$ cat config.mk
export PLATFORM = sky130hd
export DESIGN_NAME = vend_credit_ctrl
export DESIGN_NICKNAME = d
export VERILOG_FILES = /design/src/rtl/vend_credit_ctrl.sv
export SDC_FILE = /design/constraint.sdc
export NUM_CORES = 1
export LEC_CHECK = 0
export BUFFER_PORTS_ARGS = -buffer_cell sky130_fd_sc_hd__buf_2
export CAP_MARGIN = 20
export CORE_ASPECT_RATIO = 0.5
export CORE_UTILIZATION = 50
export CTS_CLUSTER_SIZE = 40
export DETAILED_ROUTE_END_ITERATION = 10
export PLACE_DENSITY = 0.69
export SYNTH_ARGS = -nofsm -noshare
export SYNTH_HDL_FRONTEND = slang
export SYNTH_SLANG_ARGS = --single-unit
$ cat constraint.sdc
create_clock -name clk -period 3.1 [get_ports clk]
set_clock_uncertainty 0.15 [all_clocks]
set_input_delay 0.465 -clock clk [delete_from_list [all_inputs] [get_ports clk]]
set_output_delay 0.465 -clock clk [all_outputs]
set_load 0.05 [all_outputs]
$ cat src/rtl/vend_credit_ctrl.sv
// Credit-and-dispense controller for the newspaper vending machine.
// Collects coin credit, runs the paper-release handshake, then refunds change one nickel at a time.
module vend_credit_ctrl #(
   parameter int PRICE    = 15,
   parameter int CREDIT_W = 6,
   parameter int TIMEOUT  = 255
) (
   input  logic                clk,
   input  logic                reset,
   input  logic [1:0]          coin,
   input  logic                cancel,
   input  logic                vend_ack,
   input  logic                change_ack,
   output logic                vend_req,
   output logic                change_req,
   output logic                coin_reject,
   output logic [CREDIT_W-1:0] credit,
   output logic                busy
);

   typedef enum logic [1:0] {
      S_IDLE    = 2'd0,
      S_COLLECT = 2'd1,
      S_VEND    = 2'd2,
      S_CHANGE  = 2'd3
   } state_t;

   localparam logic [CREDIT_W-1:0] C_PRICE      = CREDIT_W'(PRICE);
   localparam logic [CREDIT_W-1:0] C_NICKEL     = CREDIT_W'(5);
   localparam logic [CREDIT_W-1:0] C_ZERO       = {CREDIT_W{1'b0}};
   localparam logic [7:0]          C_TIMER_LAST = 8'(TIMEOUT - 1);

   function automatic logic [CREDIT_W-1:0] coin_value(input logic [1:0] code);
      logic [CREDIT_W-1:0] v;
      case (code)
         2'b01:   v = CREDIT_W'(5);
         2'b10:   v = CREDIT_W'(10);
         2'b11:   v = CREDIT_W'(25);
         default: v = C_ZERO;
      endcase
      return v;
   endfunction

   state_t              r_state;
   logic [CREDIT_W-1:0] r_credit;
   logic [7:0]          r_timer;
   logic                r_vend_req;
   logic                r_change_req;
   logic                r_coin_reject;
   logic                r_busy;

   state_t              w_state_nx;
   logic [CREDIT_W-1:0] w_credit_nx;
   logic [7:0]          w_timer_nx;
   logic                w_reject_nx;
   logic                w_coin_vld;
   logic [CREDIT_W-1:0] w_credit_add;
   logic [CREDIT_W-1:0] w_credit_vend;
   logic [CREDIT_W-1:0] w_credit_nickel;

   assign w_coin_vld   = (coin != 2'b00);
   assign w_credit_add = r_credit + coin_value(coin);
   // Saturating subtractions keep credit from wrapping even if state were ever corrupted.
   assign w_credit_vend   = (r_credit >= C_PRICE)  ? (r_credit - C_PRICE)  : C_ZERO;
   assign w_credit_nickel = (r_credit >= C_NICKEL) ? (r_credit - C_NICKEL) : C_ZERO;

   // Next-state, credit, timer and reject decision.
   always_comb begin
      w_state_nx  = r_state;
      w_credit_nx = r_credit;
      w_timer_nx  = 8'd0;
      w_reject_nx = 1'b0;
      case (r_state)
         S_IDLE: begin
            if (w_coin_vld) begin
               w_credit_nx = w_credit_add;
               if (w_credit_add >= C_PRICE) begin
                  w_state_nx = S_VEND;
               end else begin
                  w_state_nx = S_COLLECT;
               end
            end else begin
               w_state_nx = S_IDLE;
            end
         end
         S_COLLECT: begin
            if (cancel) begin
               w_reject_nx = w_coin_vld;
               w_state_nx  = S_CHANGE;
            end else if (w_coin_vld) begin
               w_credit_nx = w_credit_add;
               if (w_credit_add >= C_PRICE) begin
                  w_state_nx = S_VEND;
               end else begin
                  w_state_nx = S_COLLECT;
               end
            end else if (r_timer == C_TIMER_LAST) begin
               w_state_nx = S_CHANGE;
            end else begin
               w_timer_nx = r_timer + 8'd1;
            end
         end
         S_VEND: begin
            w_reject_nx = w_coin_vld;
            if (vend_ack) begin
               w_credit_nx = w_credit_vend;
               if (w_credit_vend != C_ZERO) begin
                  w_state_nx = S_CHANGE;
               end else begin
                  w_state_nx = S_IDLE;
               end
            end else begin
               w_state_nx = S_VEND;
            end
         end
         S_CHANGE: begin
            w_reject_nx = w_coin_vld;
            if (r_credit == C_ZERO) begin
               w_state_nx = S_IDLE;
            end else if (change_ack) begin
               w_credit_nx = w_credit_nickel;
               if (w_credit_nickel == C_ZERO) begin
                  w_state_nx = S_IDLE;
               end else begin
                  w_state_nx = S_CHANGE;
               end
            end else begin
               w_state_nx = S_CHANGE;
            end
         end
         default: begin
            w_state_nx  = S_IDLE;
            w_credit_nx = C_ZERO;
         end
      endcase
   end

   // State register; outputs are derived from the next state so they stay registered.
   always_ff @(posedge clk) begin
      if (reset) begin
         r_state       <= S_IDLE;
         r_credit      <= C_ZERO;
         r_timer       <= 8'd0;
         r_vend_req    <= 1'b0;
         r_change_req  <= 1'b0;
         r_coin_reject <= 1'b0;
         r_busy        <= 1'b0;
      end else begin
         r_state       <= w_state_nx;
         r_credit      <= w_credit_nx;
         r_timer       <= w_timer_nx;
         r_vend_req    <= (w_state_nx == S_VEND);
         r_change_req  <= (w_state_nx == S_CHANGE) && (w_credit_nx != C_ZERO);
         r_coin_reject <= w_reject_nx;
         r_busy        <= (w_state_nx != S_IDLE);
      end
   end

   assign vend_req    = r_vend_req;
   assign change_req  = r_change_req;
   assign coin_reject = r_coin_reject;
   assign credit      = r_credit;
   assign busy        = r_busy;

endmodule

== After elaboration in Yosys (flattened, before gate mapping) ==
Index checks and enable logic that the tools add are counted.
Word-level totals
  register bits: 20
  word-level logic and storage cells: 56
  bits of input ports: 7
  output and inout bits: 10
Cells by class
  mux-type cells: 22
  add/sub/neg operators: 4
  bitwise operators: 1
  $lt $le $gt $ge: 3
  eq/ne operators: 9
  reductions and logical operators: 10
Operators with widths (number)
  two-way mux 6 bit: 7
  case mux 6 bit (4 select lines): 1
  two-way mux 2 bit: 10
  case mux 5 bit (3 select lines): 1
  equality test 2 bit, second input constant: 6
  >= comparator 6 x 4 -> 1 bit, second input constant: 2
  zero test 6 bit: 2
  nonzero test 6 bit: 2
  adder 8 x 1 -> 8 bit, second input constant: 1
  equality test 8 bit, second input constant: 1
  case mux 2 bit (4 select lines): 1
  adder 6 bit: 1
  >= comparator 6 x 3 -> 1 bit, second input constant: 1
  subtractor 6 x 3 -> 6 bit, second input constant: 1
  subtractor 6 x 4 -> 6 bit, second input constant: 1
  OR reduction 5 bit: 1
  equality test 2 x 1 -> 1 bit, second input constant: 2
  nonzero test 2 bit: 2
  zero test 2 bit: 1
  case mux 1 bit (2 select lines): 1
  OR reduction 2 bit: 1
  logical AND 1 bit: 1
  two-way mux 1 bit: 1
  NOT 1 bit: 1

== Depth between registers and ports, before layout ==
  depth after elaboration: 10
  gate-level depth with buffers: 11
  mapped depth without buffers: 10

== Worst setup path before layout ==
Ideal clock, no wire load.
  path type: register -> register
  from: register r_credit[1], in the netlist credit[1]
  to: register r_change_req, in the netlist change_req
  period minus slack after synthesis: 3.029 ns
  buffers on the path: 1
  data required time: 2.871 ns
  cell stages (with the launch flop): 11
  setup slack: 0.071 ns
  arrival: 2.800 ns
  setup time: 0.079 ns
  cell sequence: dfxtp_1 clkbuf_1 inv_1 fa_1 nand2b_1 a21oi_1 xor2_1 nor2_1 o311a_1 and4b_1 a211oi_2
On the way
  longest elaborated chain between the ends: 9
  elaborated cells between the ends (all ways): 30
  those cells by class: add/sub: 3; order compare: 3; eq/ne: 1; mux: 18; reduce/logical: 5
RTL lines
  start: declaration: RTL line 45  | logic [CREDIT_W-1:0] r_credit;
  start signal: assignment: RTL line 150  | r_credit <= w_credit_nx;
  branches (longest 8 deep; another with adder 6 bit)
  logical AND 1 bit (*): RTL line 153  | r_change_req <= (w_state_nx == S_CHANGE) && (w_credit_nx != C_ZERO);
  end signal: assignment: RTL line 153
  end: declaration: RTL line 48  | logic r_change_req;
Mark *: on every way between the ends.
A chain may end at the register's enable or synchronous reset.

== Worst setup path in the final report ==
  from: register r_credit[0], in the netlist credit[0]
  to: register r_change_req, in the netlist change_req
Same word-level chain as after synthesis.

==> flow_summary.ini <==
[outcome]
status = finished, final reports clean

[timing]
rsz0062_at_grt = false
setup_tns_ns = 0
setup_violations = 0
drv_slew = 0
max_freq_ghz = 0.350
period_needed_ns = 2.86
worstMarginPinSlew_ns = 0.549
relSlewSlack_pct = 63.3
timing.final.crit_share_pct = 92.2
hold_violations = 0

[setup_path]
endpoint_kind = flop
crit_family = compound AO/OA/AOI/OAI gates
path_cells = ha_1 -> inv_1 -> fa_1 -> nand2b_1 -> a21oi_1 -> xor2_1 -> nor2_1 -> o311a_1 -> and4b_1 -> a211oi_2
critPathSlowestCell = dfxtp_1
slowest_delay_ns = 0.50
critPathKind = flop to flop
critPathBufInv = 1
critPathMaxFanout = 8
critical_path_required_ns = 3.14
worstPathArrival_ns = 2.90
start_kind = flop

[synthesis]
async_reset_ff_share_pct = 0
synth.distinct_cells = 58
synth_fp_nets = 257
yosysSeqAreaShare_pct = 22.2
syn_area_per_cell_um2 = 7.57
synth_edf_count = 0
ys_warn_count = 0
ys_ff_latch = 20
synth_flop_cell = dfxtp_1
postSynthCellCount = 238
synth_area_um2 = 1800

[global_routing]
grt-ovfl-total = 0
grt_max_degree = 18
grt_pass1_vias = 1647
grtUsageTotal_pct = 27.2
antenna_found_initial = 0
grt_pass1_wl_um = 8050

[drt]
antenna_left = 0
drt-vias-per-instance = 6.11
finalWirelength_um = 4740
vias = 1839
drt_iter0_drc = 137
drtPass1Iterations = 4
drc = 0
wire_per_inst_um = 15.7

[cts]
cts_tree = built
holdBufCountCts = 0
cts.path.max_buffers = 2
clk_latency_ns = 0.26
root_buffer = clkbuf_8
ctsResizeCount = 0
numCtsBuffers = 3
post_cts_buffers = 0
cts-htree-levels = 1
path_clk_slew_ns = 0.08
cts_sinks = 20

[die]
core.rowCount = 14
pin_count = 17
chipWidth_um = 86.9
core_um2 = 3210
floorplan.initialDensity_pct = 56.2
die_y_um = 44.4
dieArea_um2 = 3860

[final_layout]
fillers = 301
antenna_cells = 0
area_growth_syn_to_layout_pct = 12.9
drive_gt1_share_pct = 17.0
fin_nets = 273
final_cell_area_um2 = 2030

[power]
p_leak_nw = 0.808
ir_worst_vdd_mv = 0.577
p_per_area_nw_per_um2 = 1070

[place]
gp_congestion = 1.01
place_area_um2 = 1960
port_buffers = 16
hpwlAfterDp_um = 3600

[min_path]
holdCritPathClass = flop to flop

[flow_run]
maxCapViolCount = 0
## worst register-to-register path: cells and delay by family, from the launching register on
kind / cells / cell delay (ns)
adders and majority gates: 2 / 0.64
buffers and inverters: 1 / 0.06
and+or+nand+nor: 3 / 0.48
xor gates and xnor gates: 1 / 0.25
DFF: 1 / 0.50
AOI/OAI and AO/OA: 3 / 0.71
## cell usage in the layout (no fill, tap or decap), drive strengths merged, types with 3 or more instances in the layout
| master | n |
|---|---|
| nor2 | 33 |
| buf | 27 |
| dfxtp | 20 |
| a21oi | 14 |
| nand3 | 13 |
| o21ai | 13 |
| ha | 11 |
| inv | 11 |
| nand2b | 8 |
| nand2 | 7 |
| xor2 | 6 |
| nor2b | 5 |
| a31oi | 5 |
| nand4 | 5 |
| a211oi | 5 |
| or3 | 4 |
| and3 | 4 |
| o21a | 3 |
| o221ai | 3 |
| or4 | 3 |
| nor3 | 3 |
| o31ai | 3 |
| nor3b | 3 |
| xnor2 | 3 |
| clkbuf | 3 |
## cells in the mapped netlist, types with 3 or more instances
master	count	area, um2
nor2_1	33	124
dfxtp_1	20	400
clkbuf_1	15	56.3
a21oi_1	14	70.1
nand3_1	12	60.1
ha_1	11	138
inv_1	10	37.5
nand2b_1	8	50.1
o21ai_1	8	40.0
nand2_1	7	26.3
xor2_1	6	52.6
a31oi_1	5	31.3
nand4_1	5	31.3
nor2b_1	5	31.3
o21ai_0	5	25.0
and3_1	4	25.0
or3_1	4	25.0
a211oi_2	3	37.5
nor3_1	3	15.0
nor3b_1	3	22.5
o21a_1	3	22.5
o221ai_1	3	26.3
o31ai_1	3	22.5
or4_1	3	22.5
xnor2_1	3	26.3
## worst paths after layout
| path | endpoint | slack [ns] | cells past startpoint | startpoint |
|---|---|---|---|---|
| max | change_req | 0.24 | 10 | credit[0] |
| min | r_timer[0] | 0.32 | 1 | r_timer[0] |
| max reg2reg | change_req | 0.24 | 10 | credit[0] |
| min reg2reg | r_timer[0] | 0.32 | 1 | r_timer[0] |
## stage by stage
step | utilization (%) | cells | total power [mW] | hold slack, ns | worst slack (ns)
3_5_place_dp | 61.2 | 297 | 1.89 | 0.308 | 0.164
5_1_grt | 63.4 | 301 | 2.33 | 0.354 | 0.0892
2_1_floorplan | - | 238 | 1.52 | 0.280 | 0.0709
3_3_place_gp | 61.2 | 297 | 1.88 | 0.299 | 0.190
4_1_cts | 63.4 | 301 | 2.16 | 0.325 | 0.261
6_report | 63.4 | 301 | 2.18 | 0.318 | 0.241
## power by group
part	internal [mW]	switching (mW)	leakage [nW]	total, mW
logic	0.548	0.932	0.609	1.48
clock network	0.172	0.0856	0.0357	0.258
registers	0.326	0.118	0.164	0.443
## sequential cells by signal, summed over array words and instances, names as in the netlist
signal	cells
change_req	1
r_timer	8
r_state	2
vend_req	1
busy	1
coin_reject	1
credit	6
## logic make-up after synthesis
group                      Yosys count  share of synthesized area (%)
and+or+nand+nor                     97                           28.8
AOI/OAI and AO/OA                   69                           27.7
buffers and inverters               27                           5.70
DFF                                 20                           22.2
adders and majority gates           12                           8.76
xor gates and xnor gates             9                           4.38
muxes                                4                           2.36
## per-layer routing
| layer | vias up | track usage, % | share of wire (%) |
|---|---|---|---|
| li1 | 905 | - | - |
| met3 | 4 | 3.73 | 8.5 |
| met4 | 0 | 5.67 | 0.76 |
| met1 | 857 | 39.8 | 47 |
| met2 | 73 | 43.1 | 43 |
| met5 | - | 0 | 0 |
## layout make-up
type | count | area, um2 | area share (%)
repair buffers | 27 | 163 | 8.00
well taps | 48 | 60.1 | 2.95
multi-input cells | 191 | 1300 | 63.8
clock buffers | 3 | 41.3 | 2.03
clock inverters | 1 | 30.0 | 1.48
inverters | 11 | 41.3 | 2.03
flip-flops and latches | 20 | 400 | 19.7
Note: power is estimated with default switching activity, not from simulation.
